**src/rtl/seg_to_rank_decoder_if.sv**
```systemverilog
// ---------------------------------------------------------------------------
// seg_to_rank_decoder_if
//   Bundles the sample stream and the rank handshake of seg_to_rank_decoder.
//
//   Signals:
//     seg_in          7-bit segment pattern, bit0=a ... bit6=g, 1=lit
//     seg_valid_in    seg_in is a valid sample this cycle
//     rank_out        decoded rank, 1=Ace ... 13=King
//     rank_valid_out  rank_out holds an unconsumed rank
//     rank_ready_in   consumer accepts rank_out this cycle
//     error_out       one-cycle pulse after an unrecognised valid sample
//
//   Handshake: a rank transfers on every rising clk edge where
//   rank_valid_out and rank_ready_in are both high. While rank_valid_out is
//   high and rank_ready_in is low, rank_out is held stable. rank_valid_out
//   never depends combinationally on rank_ready_in.
//
//   Modports:
//     master  sample source / rank consumer (drives seg_*, rank_ready_in)
//     slave   the decoder
// ---------------------------------------------------------------------------
interface seg_to_rank_decoder_if;
    logic [6:0] seg_in;
    logic       seg_valid_in;
    logic [3:0] rank_out;
    logic       rank_valid_out;
    logic       rank_ready_in;
    logic       error_out;

    modport master (
        output seg_in,
        output seg_valid_in,
        output rank_ready_in,
        input  rank_out,
        input  rank_valid_out,
        input  error_out
    );

    modport slave (
        input  seg_in,
        input  seg_valid_in,
        input  rank_ready_in,
        output rank_out,
        output rank_valid_out,
        output error_out
    );
endinterface

```
**src/rtl/seg_to_rank_decoder.sv**
```systemverilog
// ---------------------------------------------------------------------------
// seg_to_rank_decoder
//   Recovers a 4-bit card rank from a stream of sampled seven-segment
//   patterns. A rank is presented once, through a valid/ready handshake,
//   after it has been seen on STABLE_COUNT consecutive valid samples.
//   Blank (all segments off) clears the run silently; any unrecognised
//   pattern clears the run and pulses error_out for one cycle.
//
//   Ports:
//     clk_in  system clock
//     rst_in  asynchronous, active-high reset
//     bus     seg_to_rank_decoder_if.slave (sample input, rank handshake,
//             error pulse)
//
//   Parameters:
//     STABLE_COUNT  consecutive identical valid samples required (>= 1)
// ---------------------------------------------------------------------------
module seg_to_rank_decoder #(
    parameter int STABLE_COUNT = 4
) (
    input  logic                        clk_in,
    input  logic                        rst_in,
    seg_to_rank_decoder_if.slave        bus
);

    localparam int             CW      = $clog2(STABLE_COUNT + 1);
    localparam logic [CW-1:0]  CNT_MAX = CW'(STABLE_COUNT);

    // Decoded view of the current sample
    logic [3:0] dec_rank;
    logic       dec_known;
    logic       dec_blank;

    // Run tracking and output registers
    logic [3:0]    cand;
    logic [CW-1:0] cnt;
    logic [3:0]    last_emitted;
    logic [3:0]    rank_q;
    logic          rank_valid_q;
    logic          error_q;

    logic          slot_free;
    logic          emit;

    always_comb begin
        dec_rank  = 4'd0;
        dec_known = 1'b1;
        dec_blank = 1'b0;
        case (bus.seg_in)
            7'h77:   dec_rank = 4'd1;
            7'h5B:   dec_rank = 4'd2;
            7'h4F:   dec_rank = 4'd3;
            7'h66:   dec_rank = 4'd4;
            7'h6D:   dec_rank = 4'd5;
            7'h7D:   dec_rank = 4'd6;
            7'h27:   dec_rank = 4'd7;
            7'h7F:   dec_rank = 4'd8;
            7'h6F:   dec_rank = 4'd9;
            7'h3F:   dec_rank = 4'd10;
            7'h1F:   dec_rank = 4'd11;
            7'h67:   dec_rank = 4'd12;
            7'h56:   dec_rank = 4'd13;
            7'h00: begin
                dec_known = 1'b0;
                dec_blank = 1'b1;
            end
            default: dec_known = 1'b0;
        endcase
    end

    // cnt only reaches CNT_MAX with a known (non-zero) cand, so comparing
    // against last_emitted is enough to suppress re-emission of a held card.
    // The emit condition stays true while cnt is saturated, which is what
    // carries a rank across backpressure.
    assign slot_free = !rank_valid_q || bus.rank_ready_in;
    assign emit      = (cnt == CNT_MAX) && (cand != last_emitted) && slot_free;

    always_ff @(posedge clk_in or posedge rst_in) begin
        if (rst_in) begin
            cand         <= 4'd0;
            cnt          <= '0;
            last_emitted <= 4'd0;
            rank_q       <= 4'd0;
            rank_valid_q <= 1'b0;
            error_q      <= 1'b0;
        end else begin
            // Output slot: emit (possibly back-to-back with a transfer) or drain.
            if (emit) begin
                rank_q       <= cand;
                rank_valid_q <= 1'b1;
                last_emitted <= cand;
            end else if (rank_valid_q && bus.rank_ready_in) begin
                rank_valid_q <= 1'b0;
            end

            error_q <= bus.seg_valid_in && !dec_known && !dec_blank;

            // Sample capture. Placed after the emit so that a blank/unknown
            // arriving on the emit edge still clears last_emitted: the card
            // was removed, so it may be reported again when it returns.
            if (bus.seg_valid_in) begin
                if (dec_known) begin
                    if ((dec_rank == cand) && (cnt != '0)) begin
                        if (cnt != CNT_MAX) begin
                            cnt <= cnt + 1'b1;
                        end
                    end else begin
                        cand <= dec_rank;
                        cnt  <= CW'(1);
                    end
                end else begin
                    cand         <= 4'd0;
                    cnt          <= '0;
                    last_emitted <= 4'd0;
                end
            end
        end
    end

    assign bus.rank_out       = rank_q;
    assign bus.rank_valid_out = rank_valid_q;
    assign bus.error_out      = error_q;

endmodule

```
**src/flat_wrapper.sv**
```systemverilog
// flat-port wrapper written by rule: the top's interface ports become plain ports
module seg_to_rank_decoder_flat 
#(
    parameter int STABLE_COUNT = 4
)
  (clk_in, rst_in, bus_seg_in, bus_seg_valid_in, bus_rank_ready_in, bus_rank_out, bus_rank_valid_out, bus_error_out);
  seg_to_rank_decoder_if bus_i ();
  input  logic clk_in;
  input  logic rst_in;
  input wire logic [$bits(bus_i.seg_in)-1:0] bus_seg_in;
  input wire logic [$bits(bus_i.seg_valid_in)-1:0] bus_seg_valid_in;
  input wire logic [$bits(bus_i.rank_ready_in)-1:0] bus_rank_ready_in;
  output wire logic [$bits(bus_i.rank_out)-1:0] bus_rank_out;
  output wire logic [$bits(bus_i.rank_valid_out)-1:0] bus_rank_valid_out;
  output wire logic [$bits(bus_i.error_out)-1:0] bus_error_out;
  assign bus_i.seg_in = bus_seg_in;
  assign bus_i.seg_valid_in = bus_seg_valid_in;
  assign bus_i.rank_ready_in = bus_rank_ready_in;
  assign bus_rank_out = bus_i.rank_out;
  assign bus_rank_valid_out = bus_i.rank_valid_out;
  assign bus_error_out = bus_i.error_out;
  seg_to_rank_decoder #(.STABLE_COUNT(STABLE_COUNT)) u_core (.clk_in(clk_in), .rst_in(rst_in), .bus(bus_i));
endmodule
```
**config.mk**
```make
export PLATFORM = sky130hd
export DESIGN_NAME = seg_to_rank_decoder_flat
export DESIGN_NICKNAME = d
export VERILOG_FILES = /design/src/rtl/seg_to_rank_decoder_if.sv /design/src/rtl/seg_to_rank_decoder.sv /design/src/flat_wrapper.sv
export SDC_FILE = /design/constraint.sdc
export NUM_CORES = 1
export LEC_CHECK = 0
export CAP_MARGIN = 20
export CORE_UTILIZATION = 40
export CTS_CLUSTER_DIAMETER = 80
export CTS_CLUSTER_SIZE = 40
export DETAILED_ROUTE_END_ITERATION = 12
export PLACE_DENSITY = 0.6
export SYNTH_ARGS = -nofsm -noshare
export SYNTH_HDL_FRONTEND = slang
export SYNTH_SLANG_ARGS = --single-unit
export TNS_END_PERCENT = 20
```
**constraint.sdc**
```tcl
create_clock -name clk_in -period 3.9 [get_ports clk_in]
set_input_delay 0.78 -clock clk_in [delete_from_list [all_inputs] [get_ports clk_in]]
set_output_delay 0.78 -clock clk_in [all_outputs]
set_load 0.02 [all_outputs]
```
==> results.json <==
{
  "power_per_cell_area_nw_per_um2": 250,
  "hold_slack_ps": 493,
  "leakage_nw": 0.621,
  "switching_power_w": 0.000119,
  "fin_crit_sh_pct": 78.1,
  "num_antenna_cells": 0,
  "ctsHoldBuffers": 0,
  "setup_viol": 0,
  "fmax_mhz": 328,
  "num_vias": 1198,
  "cts_setup_buffers": 0,
  "drt-initial-drc-count": 56,
  "clkTransAtPathRegs_ps": 100,
  "globalRouteOverflowTotal": 0,
  "via_per_inst": 5.73,
  "fillers": 318,
  "skew_ps": 7.88,
  "irDropWorstVdd_mv": 0.205,
  "reg2regPathDepth": 6,
  "route.detailed.drc": 0,
  "arrival_ps": 3220,
  "maxSlewHeadroom_pct": 57.4,
  "antenna_found_initial": 0,
  "min_to": "u_core.bus.rank_out[3]",
  "dp_hpwl_mm": 2.14,
  "synth_cell_types": 54,
  "yosys_warnings": 0,
  "p_int_w": 0.000264,
  "die-height_um": 60.2,
  "drive_above_1_share_pct": 7.27,
  "pre_cts_ws_ps": 563,
  "portBuffers": 16,
  "htree_levels": 1,
  "slew_viol_final": 0,
  "placed_area_um2": 1500,
  "grt_max_degree": 21,
  "yosysTopAreaCell": "dfrtp_1",
  "synth_edf_count": 0,
  "synthesis.nets": 170,
  "ctsResizeCount": 0,
  "synth_top_flop_cell": "dfrtp_1",
  "min_delay_path_depth": 2,
  "hold_violations": 0,
  "totalWireLength_mm": 2.89,
  "numCtsBuffers": 3,
  "rsz0062_at_grt": "no",
  "drv_cap": 0,
  "status": "complete, no violations",
  "dieArea_um2": 3620,
  "first_global_vias": 1056,
  "clock-sinks": 17,
  "firstDrtPassIters": 4,
  "synth_area_leaders": "dfrtp_1 31%, nor2_1 4.7%, mux2i_1 3.7%",
  "crit_type": "in2reg",
  "min_from": "u_core.bus.rank_out[3]",
  "ff2ff_setup_slack_ps": 1980,
  "end_kind": "register",
  "synthTopCellsByCount": "17 x dfrtp_1, 17 x nor2_1, 10 x inv_1, 10 x nand2_1, 7 x a21oi_1",
  "design_area_um2": 1530,
  "ys_seq_elements": 17,
  "reg2reg_to": "u_core.bus.rank_out[1]",
  "pwr-share-clk_pct": 25.0,
  "critPathRequiredTime_ps": 4070,
  "cts_tree": "yes",
  "grt_pass1_wl_mm": 4.89,
  "combPwrFrac_pct": 24.9,
  "pin_count": 17,
  "r2r_start": "u_core.cnt[0]",
  "layout.nets": 179,
  "area_growth_pct": 13.1,
  "hp-class": "reg2reg",
  "ant_nets": 0,
  "critPathLaunchType": "input pin",
  "wl_per_cell_um": 13.8,
  "crit_fanout": 16,
  "gp_congestion": 0.860,
  "cts_buffer_depth": 2,
  "die_w_um": 60.2,
  "seq_area_frac_synth_pct": 31.5,
  "min_period_ps": 3050,
  "grtUsageTotal_pct": 18.3,
  "insertion_delay_ps": 290,
  "synth.avg_cell_area_um2": 8.61,
  "netlist_instances": 157,
  "core_area_um2": 3130,
  "setup_slack_ps": 855,
  "dp_cells": 205,
  "sw_frac_of_total_pct": 31.0,
  "initial_core_util_pct": 43.2,
  "async_flop_share_pct": 100,
  "synth_top_area_share_pct": 31.5,
  "tightest_slew_ps": 639,
  "pwr-share-seq_pct": 50.2,
  "synth_area_um2": 1350,
  "tns_ps": 0,
  "rows": 20,
  "instances_no_fill": 209,
  "cts_root_buffer": "clkbuf_4"
}
==> critical path: stages <==
cell,delay [ps]
clkdlybuf4s50_1,690
and3_1,400
a32o_1,250
or3_4,340
a2111oi_4,440
o211ai_1,140
nor3b_1,160
==> per-layer routing <==
| metal | GRT usage [%] | share of wire, % | up-vias |
|---|---|---|---|
| li1 | - | - | 592 |
| met1 | 27.8 | 49 | 577 |
| met2 | 25.9 | 46 | 27 |
| met3 | 4.55 | 4.8 | 2 |
| met4 | 2.99 | 0.35 | 0 |
| met5 | 0 | 0 | - |
==> through the flow <==
stage               total power, W  utilization [%]
finish                    0.000382             48.9
global route              0.000406             48.9
CTS                       0.000386             48.9
detailed placement        0.000291             48.0
global placement          0.000289             48.0
floorplan                 0.000261                -
==> cell usage in the layout (no fill, tap or decap), types with 2 or more instances in the layout <==
| master | instances |
|---|---|
| a21oi_1 | 7 |
| nand4b_1 | 2 |
| o21ai_0 | 5 |
| o2111ai_1 | 2 |
| xnor2_1 | 5 |
| o21ai_1 | 4 |
| clkdlybuf4s50_1 | 16 |
| nand2_1 | 10 |
| a31oi_1 | 3 |
| ha_1 | 2 |
| clkbuf_4 | 3 |
| nor2_1 | 17 |
| nand3b_1 | 3 |
| nand2b_1 | 3 |
| nor3_1 | 4 |
| or4b_1 | 2 |
| nor3b_1 | 2 |
| nor2b_1 | 3 |
| mux2_2 | 2 |
| dfrtp_1 | 17 |
| nand3_1 | 5 |
| mux2i_1 | 5 |
| inv_1 | 10 |
| and3_1 | 3 |
==> area by class of cell <==
class                           count  area [µm²]  area share [%]
Timing Repair Buffer               16         160            10.5
Clock inverter                      1        5.00           0.327
Multi-Input combinational cell    118         825            53.9
Sequential cell                    17         425            27.8
Inverter                           10        37.5            2.45
Tap cell                           44        55.1            3.60
Clock buffer                        3        22.5            1.47
==> worst max path at each step <==
stage,from,endpoint,cells past startpoint
2_1_floorplan,bus_seg_in[3],u_core.cnt[0],7
3_3_place_gp,bus_seg_in[6],u_core.cnt[0],7
3_5_place_dp,bus_seg_in[6],u_core.cand[3],7
4_1_cts,bus_seg_in[6],u_core.cnt[0],7
5_1_grt,bus_seg_in[3],u_core.cnt[0],7
6_report,bus_seg_in[6],u_core.cnt[0],7
==> flip-flops by register name, indices dropped and copies added, names as in the netlist <==
| name | flops |
|---|---|
| u_core.cnt | 3 |
| u_core.bus.rank_valid_out | 1 |
| u_core.bus.rank_out | 4 |
| u_core.cand | 4 |
| u_core.last_emitted | 4 |
| u_core.bus.error_out | 1 |
==> kinds of logic (layout without fill, tap and decap cells) <==
| group | Yosys count | in the layout | synth area share (%) |
|---|---|---|---|
| buffers and inverters | 22 | 30 | 7.59 |
| xor gates and xnor gates | 5 | 5 | 3.24 |
| adders and majority gates | 2 | 2 | 1.85 |
| muxes | 7 | 7 | 5.37 |
| and+or+nand+nor | 65 | 65 | 28.0 |
| DFF | 17 | 17 | 31.5 |
| AOI/OAI and AO/OA | 39 | 39 | 22.5 |
==> power groups by stage <==
stage | combinational (W) | sequential (W) | clock (W)
finish | 0.0000950 | 0.000192 | 0.0000954
global route | 0.000106 | 0.000193 | 0.000107
CTS | 0.0000958 | 0.000192 | 0.0000978
detailed placement | 0.0000954 | 0.000196 | 0
global placement | 0.0000938 | 0.000195 | 0
floorplan | 0.0000644 | 0.000197 | 0
(Power assumes the default switching activity.)
